**src/rtl/dat_fifo.sv**
```systemverilog
// Synchronous first-word-fall-through FIFO with valid/ready handshakes on both sides.
// It also provides a registered fill level, an almost-full flag, a sticky overflow flag and a synchronous flush.
module dat_fifo #(
  parameter int DAT_WIDTH = 8,
  parameter int DEPTH     = 16,
  parameter int AFULL_TH  = 14
) (
  input  logic                       clk_i,
  input  logic                       rst_i,
  input  logic                       flush_i,
  input  logic                       vld_i,
  input  logic [DAT_WIDTH-1:0]       dat_i,
  output logic                       rdy_o,
  output logic                       vld_o,
  output logic [DAT_WIDTH-1:0]       dat_o,
  input  logic                       rdy_i,
  output logic [$clog2(DEPTH):0]     level_o,
  output logic                       afull_o,
  output logic                       ovf_o
);

  localparam int unsigned PW = $clog2(DEPTH);
  localparam int unsigned LW = PW + 1;
  localparam logic [LW-1:0] DEPTH_L = LW'(DEPTH);
  localparam logic [LW-1:0] AFULL_L = LW'(AFULL_TH);

  logic [DAT_WIDTH-1:0] mem [DEPTH];

  logic [PW-1:0] wr_ptr_q, wr_ptr_d;
  logic [PW-1:0] rd_ptr_q, rd_ptr_d;
  logic [LW-1:0] level_q, level_d;
  logic          afull_q, afull_d;
  logic          ovf_q, ovf_d;
  logic          push, pop;

  // Handshake outputs depend only on registered state, so rdy_i never reaches rdy_o.
  assign rdy_o   = (level_q != DEPTH_L);
  assign vld_o   = (level_q != '0);
  assign dat_o   = mem[rd_ptr_q];
  assign level_o = level_q;
  assign afull_o = afull_q;
  assign ovf_o   = ovf_q;

  always_comb begin
    push     = vld_i && rdy_o && !flush_i;
    pop      = vld_o && rdy_i && !flush_i;
    wr_ptr_d = wr_ptr_q;
    rd_ptr_d = rd_ptr_q;
    level_d  = level_q;
    ovf_d    = ovf_q;
    if (flush_i) begin
      wr_ptr_d = '0;
      rd_ptr_d = '0;
      level_d  = '0;
      ovf_d    = 1'b0;
    end else begin
      if (push) wr_ptr_d = wr_ptr_q + PW'(1);
      if (pop)  rd_ptr_d = rd_ptr_q + PW'(1);
      unique case ({push, pop})
        2'b10:   level_d = level_q + LW'(1);
        2'b01:   level_d = level_q - LW'(1);
        default: level_d = level_q;
      endcase
      if (vld_i && !rdy_o) ovf_d = 1'b1;
    end
    afull_d = (level_d >= AFULL_L);
  end

  always_ff @(posedge clk_i or posedge rst_i) begin
    if (rst_i) begin
      wr_ptr_q <= '0;
      rd_ptr_q <= '0;
      level_q  <= '0;
      afull_q  <= 1'b0;
      ovf_q    <= 1'b0;
    end else begin
      wr_ptr_q <= wr_ptr_d;
      rd_ptr_q <= rd_ptr_d;
      level_q  <= level_d;
      afull_q  <= afull_d;
      ovf_q    <= ovf_d;
    end
  end

  // Storage is left unreset so it maps onto RAM; contents are only exposed while vld_o is high.
  always_ff @(posedge clk_i) begin
    if (push) mem[wr_ptr_q] <= dat_i;
  end

endmodule

```
**config.mk**
```make
export PLATFORM = sky130hd
export DESIGN_NAME = dat_fifo
export DESIGN_NICKNAME = d
export VERILOG_FILES = /design/src/rtl/dat_fifo.sv
export SDC_FILE = /design/constraint.sdc
export NUM_CORES = 1
export LEC_CHECK = 0
export CORE_UTILIZATION = 30
export DETAILED_ROUTE_END_ITERATION = 7
export DONT_BUFFER_PORTS = 1
export HOLD_SLACK_MARGIN = 0.1
export SLEW_MARGIN = 10
export SYNTH_ARGS = -nofsm -noshare
export SYNTH_HDL_FRONTEND = slang
export SYNTH_SLANG_ARGS = --single-unit
```
**constraint.sdc**
```tcl
create_clock -name clk_i -period 4.8 [get_ports clk_i]
set_clock_uncertainty 0.2 [all_clocks]
set_input_delay 0.48 -clock clk_i [delete_from_list [all_inputs] [get_ports clk_i]]
set_output_delay 0.48 -clock clk_i [all_outputs]
set_load 0.03 [all_outputs]
```
==> results by group <==
STA
  – Fin Hold WS: 0.1421 ns
  – Final worst slack: 1.036 ns
  – RSZ-0062 raised after global routing: false
  – Min cycle time layout: 3.764 ns
  – Setup TNS: 0 ns
  – Fmax: 265.7 MHz
  – Least-Margin Pin Slew: 1.136 ns
  – Worst slew margin: 24.00%
  – Fin. max-slew vios: 0
  – Final period util: 78.41%
  – Hold Vio Cnt, Final: 0
  – # setup viols final: 0

CTS
  – Inserted Clock Buffers: 17
  – Worst-Skew Late Latency: 0.41 ns
  – CTS H-tree depth: 4
  – CTS tree: built
  – CTS Sinks: 143
  – CTS Root Cell: clkbuf_16
  – Reg clk slew, reported paths: 0.06 ns
  – Clk buf depth: 2

Power
  – Total Power: 2.888 mW
  – Pwr/cell area: 420.8 nW/µm²
  – Max IR drop VDD: 247.5 µV
  – LEAKAGE: 2.258 nW

Floorplanning
  – Die Area: 20270 µm²
  – Starting density of the core: 31.08%
  – Core area: 19020 µm²
  – Core Rows: 50
  – Die width: 142.4 µm
  – Chip height: 142.4 µm
  – # IOs: 30

Critical path
  – Critical Path, Cell by Cell: nor4_2, a21boi_1, and2b_1, inv_1, ha_1, inv_1, fa_1, nand2b_1, a21oi_1, mux2i_1, mux2_2, a31o_2
  – CP Launch Type: flip-flop
  – Most used cell along the critical path: inv_1
  – Required time worst endpoint: 4.90 ns
  – CP peak stage delay: 0.53 ns
  – Critical path class: reg -> reg
  – Register-to-register setup slack: 1.04 ns
  – Critical path's slowest cell: dfrtp_1
  – Worst-path maximum fanout: 6
  – WP data arrival: 3.87 ns
  – Worst r2r path cells: 12
  – CP Capture Type: flip-flop

Drt
  – DRT antenna net count: 0
  – Avg Vias per Cell: 4.632
  – Drt pass-1 iters: 4
  – Routed WL per cell: 18.22 µm
  – Post-route DRC: 0
  – 1st-iter DRT viols: 185
  – Via Count: 2733
  – WL final: 10750 µm

Finish
  – Footprint of the multi-input gates: 1572 µm²
  – Fin cells: 590
  – Area Overhead vs Synth: 16.13%
  – Storage cell area: 4220 µm²
  – Most frequent cells in the layout: edfxtp_1, nor2_1, mux4_1
  – Fill cells: 1758
  – Final nets: 339
  – Layout cell share with drive strength beyond 1: 14.89%
  – Commonest non-fill, non-tap cell in the layout: edfxtp_1

Placement
  – Post-DP HPWL: 6736 µm
  – Final Wtd Congestion: 0.7773
  – Count of input and output buffers: 0
  – Placed cell count: 545
  – Place WS: 1.051 ns

Logic synthesis
  – Distinct cell type count after synthesis: 33
  – FF+latch count, synth: 143
  – Cell Area, Synth: 5911 µm²
  – Syn Nets: 318
  – Synth Area per Inst: 20.04 µm²
  – YS warnings: 0
  – Synth Instances: 295
  – Register area share after synthesis: 71.38%

GRT
  – Number of global-route vias before repair: 2879
  – Initial antenna violation count: 1
  – Largest net degree at the start of global routing: 36
  – First-pass GRT wire length: 16860 µm
  – Gr usage total: 11.77%
  – Grt total ovfl: 0

Run status
  – Outcome: finished, final reports clean

Run
  – Max_cap viols: 0

Min path
  – Hold crit path type: in -> reg
  – Hold Path Stages: 2
[Yosys cell counts (all sizes together)]
library cell / number / share of area (%)
mux4: 40 / 17
nor2b: 2 / 0.21
a21boi: 1 / 0.13
o21ai: 2 / 0.17
nor4: 1 / 0.21
nand2b: 4 / 0.42
a31oi: 1 / 0.11
a31o: 1 / 0.15
inv: 7 / 0.44
nor2: 32 / 2.0
mux2i: 2 / 0.34
a21oi: 6 / 0.51
nand3: 2 / 0.17
ha: 9 / 1.9
edfxtp: 128 / 65
and2b: 1 / 0.13
fa: 1 / 0.34
buf: 6 / 1.0
dfrtp: 15 / 6.4
nand4: 1 / 0.11
mux2: 1 / 0.19
nor3: 4 / 0.34
nand2: 9 / 0.57
xnor2: 1 / 0.15
or3: 1 / 0.11
xor2: 7 / 1.0
clkbuf: 9 / 0.57
a21o: 1 / 0.13
[final cells by class]
class,count,share of cell area [%]
timing repair buffer,17,2.297
clock inverter,14,1.914
clock buffer,18,6.252
sequential,143,61.48
tap,260,4.739
antenna,1,0.03646
inverter,7,0.3828
multi-input combinational,130,22.89
[state kept, by name, indices dropped and copies added, names as in the netlist]
register,flops
mem,128
afull_o,1
ovf_o,1
rd_ptr_q,4
wr_ptr_q,4
level_o,5
[per-layer routing]
layer | vias to the layer above | share of wire [%] | GRT usage [%]
met4 | 0 | 1.1 | 5.603
met3 | 7 | 5.4 | 3.365
met1 | 1408 | 44 | 14.86
met2 | 76 | 49 | 18.63
li1 | 1242 | - | -
met5 | - | 0 | 0
[final timing paths]
check,from,end
max,level_o[1],afull_o
min,flush_i,level_o[4]
max reg2reg,level_o[1],afull_o
min reg2reg,rd_ptr_q[1],rd_ptr_q[1]
max in group asynchronous,rst_i,rd_ptr_q[0]
min in group asynchronous,rst_i,level_o[0]
[kinds of logic (layout without fill, tap and decap cells)]
| group | count (synthesis) | count (layout) | synth area share [%] |
|---|---|---|---|
| AO/OA/AOI/OAI | 12 | 12 | 1.185 |
| XOR/XNOR | 8 | 8 | 1.185 |
| adder cells (fa/ha/maj) | 10 | 10 | 2.244 |
| buffers and inverters | 22 | 56 | 2.032 |
| flip-flops | 143 | 143 | 71.38 |
| multiplexers | 43 | 43 | 17.68 |
| other | 0 | 1 | 0 |
| AND/OR/NAND/NOR | 57 | 57 | 4.297 |
[what timing repair did]
item	in CTS	in global routing
hold endpoints to repair	156	0
setup buffers	0	0
endpoints found under the setup margin	0	0
hold buffers	12	0
resized for setup	0	0
[report_power, final]
part | switching (mW) | internal [mW] | total (mW)
Sequential | 0.0508 | 1.37 | 1.42
Combinational | 0.123 | 0.112 | 0.236
Clock | 0.507 | 0.721 | 1.23
Total | 0.682 | 2.21 | 2.89
[stage by stage]
| step | util, % | cell area, µm² |
|---|---|---|
| floorplan | - | 5911 |
| finish | 36.09 | 6864 |
| detailed placement | 32.50 | 6181 |
| global placement | 32.50 | 6181 |
| global route | 36.08 | 6862 |
| CTS | 36.08 | 6862 |
[worst max-delay path, delay by kind of cell, from the launching register on]
kind | cells | cell delay [ns]
AOI/OAI and AO/OA | 3 | 0.60
DFF | 1 | 0.53
muxes | 2 | 0.58
buffers and inverters | 2 | 0.17
and+or+nand+nor | 3 | 0.92
adders and majority gates | 2 | 0.64
Note: power is estimated with default switching activity, not from simulation.
